### src/rtl/i2c_line_cond.sv
// I2C input-side line conditioner: pad synchronisation, glitch filtering, bus event
// decode, busy/idle-timeout tracking, arbitration-loss and clock-stretch detection.
module i2c_line_cond #(
  parameter int unsigned FILT_W = 4,
  parameter int unsigned IDLE_W = 16
) (
  input  logic              clk_i,
  input  logic              rst_ni,
  input  logic              scl_pad_i,
  input  logic              sda_pad_i,
  input  logic              scl_oe_i,
  input  logic              scl_dat_i,
  input  logic              sda_oe_i,
  input  logic              sda_dat_i,
  input  logic [FILT_W-1:0] filt_len_i,
  input  logic [IDLE_W-1:0] idle_tmo_i,
  input  logic              arb_clr_i,
  output logic              scl_o,
  output logic              sda_o,
  output logic              start_o,
  output logic              stop_o,
  output logic              scl_rise_o,
  output logic              scl_fall_o,
  output logic              busy_o,
  output logic              timeout_o,
  output logic              arb_lost_o,
  output logic              stretch_o
);

  logic scl_s1_q, scl_s1_d, scl_s2_q, scl_s2_d;
  logic sda_s1_q, sda_s1_d, sda_s2_q, sda_s2_d;
  logic scl_f_q, scl_f_d, sda_f_q, sda_f_d;
  logic [FILT_W-1:0] scl_c_q, scl_c_d, sda_c_q, sda_c_d;
  logic scl_dly_q, scl_dly_d, sda_dly_q, sda_dly_d;
  logic busy_q, busy_d, timeout_q, timeout_d;
  logic arb_q, arb_d, stretch_q, stretch_d;
  logic [IDLE_W-1:0]   idle_q, idle_d;
  logic [FILT_W+1:0]   str_cnt_q, str_cnt_d;
  logic [FILT_W+1:0]   str_thr;
  logic core_scl_pull, core_sda_pull, tmo_hit;

  assign core_scl_pull = scl_oe_i & ~scl_dat_i;
  assign core_sda_pull = sda_oe_i & ~sda_dat_i;

  assign start_o    = scl_dly_q & scl_f_q & sda_dly_q & ~sda_f_q;
  assign stop_o     = scl_dly_q & scl_f_q & ~sda_dly_q & sda_f_q;
  assign scl_rise_o = ~scl_dly_q & scl_f_q;
  assign scl_fall_o = scl_dly_q & ~scl_f_q;

  assign str_thr = {2'b00, filt_len_i} + (FILT_W+2)'(3);
  assign tmo_hit = busy_q && (idle_tmo_i != '0) && (idle_q == idle_tmo_i - IDLE_W'(1));

  always_comb begin
    scl_s1_d  = scl_pad_i;
    scl_s2_d  = scl_s1_q;
    sda_s1_d  = sda_pad_i;
    sda_s2_d  = sda_s1_q;
    scl_dly_d = scl_f_q;
    sda_dly_d = sda_f_q;

    scl_f_d = scl_f_q;
    scl_c_d = '0;
    if (scl_s2_q != scl_f_q) begin
      if (scl_c_q == filt_len_i) scl_f_d = scl_s2_q;
      else                       scl_c_d = scl_c_q + FILT_W'(1);
    end

    sda_f_d = sda_f_q;
    sda_c_d = '0;
    if (sda_s2_q != sda_f_q) begin
      if (sda_c_q == filt_len_i) sda_f_d = sda_s2_q;
      else                       sda_c_d = sda_c_q + FILT_W'(1);
    end

    // START takes priority so a repeated START coinciding with a timeout keeps the bus busy
    timeout_d = tmo_hit;
    busy_d    = busy_q;
    if (start_o)              busy_d = 1'b1;
    else if (stop_o || tmo_hit) busy_d = 1'b0;

    idle_d = '0;
    if (!tmo_hit && scl_f_q && sda_f_q && busy_q && (idle_q != '1))
      idle_d = idle_q + IDLE_W'(1);
    else if (!tmo_hit && scl_f_q && sda_f_q && busy_q)
      idle_d = idle_q;

    arb_d = arb_q;
    if (scl_rise_o && busy_q && !core_sda_pull && !sda_f_q) arb_d = 1'b1;
    else if (arb_clr_i)                                    arb_d = 1'b0;

    // Counts against the next filtered SCL so the flag drops with the release edge
    str_cnt_d = '0;
    if (!core_scl_pull && !scl_f_d)
      str_cnt_d = (str_cnt_q != '1) ? str_cnt_q + (FILT_W+2)'(1) : str_cnt_q;
    stretch_d = str_cnt_d > str_thr;
  end

  always_ff @(posedge clk_i or negedge rst_ni) begin
    if (!rst_ni) begin
      scl_s1_q  <= 1'b1;
      scl_s2_q  <= 1'b1;
      sda_s1_q  <= 1'b1;
      sda_s2_q  <= 1'b1;
      scl_f_q   <= 1'b1;
      sda_f_q   <= 1'b1;
      scl_c_q   <= '0;
      sda_c_q   <= '0;
      scl_dly_q <= 1'b1;
      sda_dly_q <= 1'b1;
      busy_q    <= 1'b0;
      timeout_q <= 1'b0;
      idle_q    <= '0;
      arb_q     <= 1'b0;
      str_cnt_q <= '0;
      stretch_q <= 1'b0;
    end else begin
      scl_s1_q  <= scl_s1_d;
      scl_s2_q  <= scl_s2_d;
      sda_s1_q  <= sda_s1_d;
      sda_s2_q  <= sda_s2_d;
      scl_f_q   <= scl_f_d;
      sda_f_q   <= sda_f_d;
      scl_c_q   <= scl_c_d;
      sda_c_q   <= sda_c_d;
      scl_dly_q <= scl_dly_d;
      sda_dly_q <= sda_dly_d;
      busy_q    <= busy_d;
      timeout_q <= timeout_d;
      idle_q    <= idle_d;
      arb_q     <= arb_d;
      str_cnt_q <= str_cnt_d;
      stretch_q <= stretch_d;
    end
  end

  assign scl_o      = scl_f_q;
  assign sda_o      = sda_f_q;
  assign busy_o     = busy_q;
  assign timeout_o  = timeout_q;
  assign arb_lost_o = arb_q;
  assign stretch_o  = stretch_q;

endmodule

### config.mk
export PLATFORM = sky130hd
export DESIGN_NAME = i2c_line_cond
export DESIGN_NICKNAME = d
export VERILOG_FILES = /design/src/rtl/i2c_line_cond.sv
export SDC_FILE = /design/constraint.sdc
export NUM_CORES = 1
export LEC_CHECK = 0
export CORE_MARGIN = 2
export CORE_UTILIZATION = 42
export CTS_CLUSTER_SIZE = 28
export DETAILED_ROUTE_END_ITERATION = 8
export SLEW_MARGIN = 20
export SYNTH_ARGS = -nofsm -noshare
export SYNTH_HDL_FRONTEND = slang
export SYNTH_SLANG_ARGS = --single-unit
### constraint.sdc
create_clock -name clk_i -period 3.5 [get_ports clk_i]
set_clock_uncertainty 0.05 [all_clocks]
set_input_delay 0.7 -clock clk_i [delete_from_list [all_inputs] [get_ports clk_i]]
set_output_delay 0.7 -clock clk_i [all_outputs]
set_load 0.01 [all_outputs]
==> metrics.txt <==
status finished clean; I/O pin count 39; RSZ-0062 raised after global routing false; total track usage between 10% and 20%; Clock transition at path regs about 0.090 ns; fmax approximately 320 MHz; post-CTS setup buffers 0; CTS tree done; synth warn 0; Tightest Pin Transition 0.9109 ns; main flop type after synthesis dfrtp_1; post-synth top area share 30.83%; hpwl dp 4.519 mm; number of hold violations in the final report 0; DR pass1 iterations 4; core region area 0.006350 mm^2; Static Leak ~1.4 nW; vias in the first global route around 2.3k; Rows 29; Resize count post-CTS 0; antenna violations before repair 0; DP Area ~0.0033 mm^2; Die X roughly 85 um; most common cell in the netlist dfrtp_1; Routed WL approximately 5.9 mm; Commonest cells post-synth dfrtp_1 (34), nor2_1 (29), xor2_1 (26); worst path required time 3.62 ns; gpl congestion between 0.8 and 0.9; WS Path Type in -> reg; max-slew violations 0; FFs w/ async S/R, synth 100.0%; FF+latch count, synth 42; number of buffers created by CTS 5; CP max FO 2; CP arrival around 3.3 ns; Die ar. between 0.007 and 0.008 mm^2; die height ~85 um; WL/cell 13.89 um; Iter 0 DRT Violations between 100 and 150; setup TNS 0 ns; Crit. End Element flip-flop; antenna cells 0; pwr/cell area 441.7 mW/mm^2; CTS max path bufs 2; Final min period about 3.2 ns; DRC 0; antenna-violating nets left 0; via count about 2.3k; Post-CTS Hold Buffers 0; syn_nets ~340; final setup fails 0; number of vias per cell approximately 5.5; sequential area share after synthesis about two fifths; max_slew headroom about 39%; Mapped Area roughly 0.0028 mm^2; DP Cell Count around 420; clk sink count 42; pin count of the biggest net entering global routing between 40 and 50; VDD IR max approximately 0.00037 V; Final Cycle Share 90.51%; Max-Cap Viols 0; largest cells by area after synthesis dfrtp_1 (31%), xor2_1 (8.3%), dfstp_2 (7.6%); Non-Filler Instances 426; fin nets around 390; Area Overhead vs Synth 23.25%; min-delay worst type reg -> reg; area leader, netlist dfrtp_1; CTS HTree Levels 2; number of synthesized flops with an enable pin 0; Avg Synthesized Cell Area between 9 and 10 um^2; first-pass GRT wire length between 10 and 15 mm; Clk Latency, worst-skew pair approximately 0.29 ns; Worst Hold Slack 0.3111 ns; root buffer cell clkbuf_8; crit start category primary input; Starting Density 43.47%; Netlist cell types between 40 and 50; port bufs 38; share of cells above drive strength 1 a little over a tenth; fin area 0.003402 mm^2; post-synthesis cell count roughly 300; Overflow after GRT 0
==> sequential cells by signal (all words and copies together) (netlist names) <==
| register | cells |
|---|---|
| stretch_o | 1 |
| scl_s2_q | 1 |
| busy_o | 1 |
| sda_c_q | 4 |
| sda_s1_q | 1 |
| scl_c_q | 4 |
| timeout_o | 1 |
| str_cnt_q | 6 |
| sda_o | 1 |
| sda_dly_q | 1 |
| scl_o | 1 |
| sda_s2_q | 1 |
| scl_dly_q | 1 |
| idle_q | 16 |
| arb_lost_o | 1 |
| scl_s1_q | 1 |
==> layout by cell type (no fill, tap or decap), types with 2 or more instances in the layout <==
cell type	synthesis	layout
clkbuf_8	0	5
clkinvlp_4	0	2
nand2b_1	8	8
mux2i_1	3	3
nor2_1	29	29
and4_1	3	3
xnor2_1	23	23
inv_1	12	12
a21oi_1	7	7
buf_4	0	13
a41oi_1	3	3
nor4_1	5	5
dfrtp_1	34	34
mux2_2	2	2
nor3_1	23	23
dfstp_2	8	8
and3_1	2	2
o22ai_1	2	2
nor4bb_1	2	2
clkdlybuf4s50_1	0	37
a31oi_1	3	3
ha_1	12	12
nand2_1	11	11
nor4_4	2	2
nor2b_1	6	6
o2111ai_1	2	2
and2_1	3	3
nand3_1	17	17
and4b_1	2	2
nand4_1	15	15
xor2_1	26	26
o21ai_0	10	10
==> per-stage QoR <==
stage | power, mW | setup slack [ns] | util (%)
3_5_place_dp | 1.197 | 0.0006040 | 52.12
2_1_floorplan | 0.9658 | 0.6149 | -
3_3_place_gp | 1.188 | 0.1304 | 52.12
6_report | 1.503 | 0.3323 | 53.58
5_1_grt | 1.615 | 0.1269 | 53.58
4_1_cts | 1.523 | 0.3163 | 53.58
==> cells by family after synthesis <==
| kind of cell | Yosys count | synth area share (%) |
|---|---|---|
| AOI/OAI and AO/OA | 37 | 8.750 |
| xor gates and xnor gates | 49 | 15.55 |
| adders and majority gates | 12 | 5.440 |
| buffers and inverters | 18 | 3.082 |
| DFF | 42 | 38.44 |
| muxes | 5 | 1.904 |
| and+or+nand+nor | 132 | 26.84 |
==> path summary, 6_finish.rpt <==
kind	slack [ns]	cells after the start	end	start
setup / recovery	0.33	13	stretch_o	filt_len_i[1]
hold / removal	0.31	0	scl_s2_q	scl_s1_q
max in group asynchronous	2.34	1	str_cnt_q[4]	rst_ni
hold reg to reg	0.31	0	scl_s2_q	scl_s1_q
min in group asynchronous	0.48	1	scl_c_q[1]	rst_ni
setup reg to reg	0.76	12	stretch_o	scl_c_q[0]
==> critical path, stage by stage <==
cell             delay, ns
clkdlybuf4s50_1       0.43
xor2_1                0.17
nor4_1                0.40
mux2i_1               0.29
o21ai_1               0.12
a21oi_1               0.18
ha_1                  0.27
nor2b_1               0.13
o21a_1                0.16
o21ai_0               0.16
nand2b_1              0.07
a21oi_1               0.14
o22ai_1               0.07
==> layer usage <==
metal  vias to the layer above  global-route usage, %  wire, um
met5                         -                      0         0
li1                       1166                      -         -
met4                         0                  4.473        24
met2                        48                  31.53      3027
met3                         2                  2.626       221
met1                      1118                  20.92      2644
==> final cells by class <==
| cell class | count | area [um^2] |
|---|---|---|
| Fill cell | 594 | 2948 |
| Tap cell | 77 | 96.34 |
| Inverter | 12 | 45.04 |
| Clock inverter | 3 | 23.77 |
| Multi-Input combinational cell | 235 | 1614 |
| Sequential cell | 42 | 1061 |
| Clock buffer | 5 | 68.82 |
| Timing Repair Buffer | 52 | 493.0 |
==> where the power goes <==
| part | switching [mW] | internal [mW] | total, mW | leakage [nW] |
|---|---|---|---|---|
| combinational | 0.236 | 0.253 | 0.489 | 0.804 |
| clock | 0.178 | 0.143 | 0.321 | 0.0408 |
| sequential | 0.104 | 0.589 | 0.693 | 0.548 |
| total | 0.518 | 0.985 | 1.50 | 1.39 |
Power figures use the tool's default switching activity.
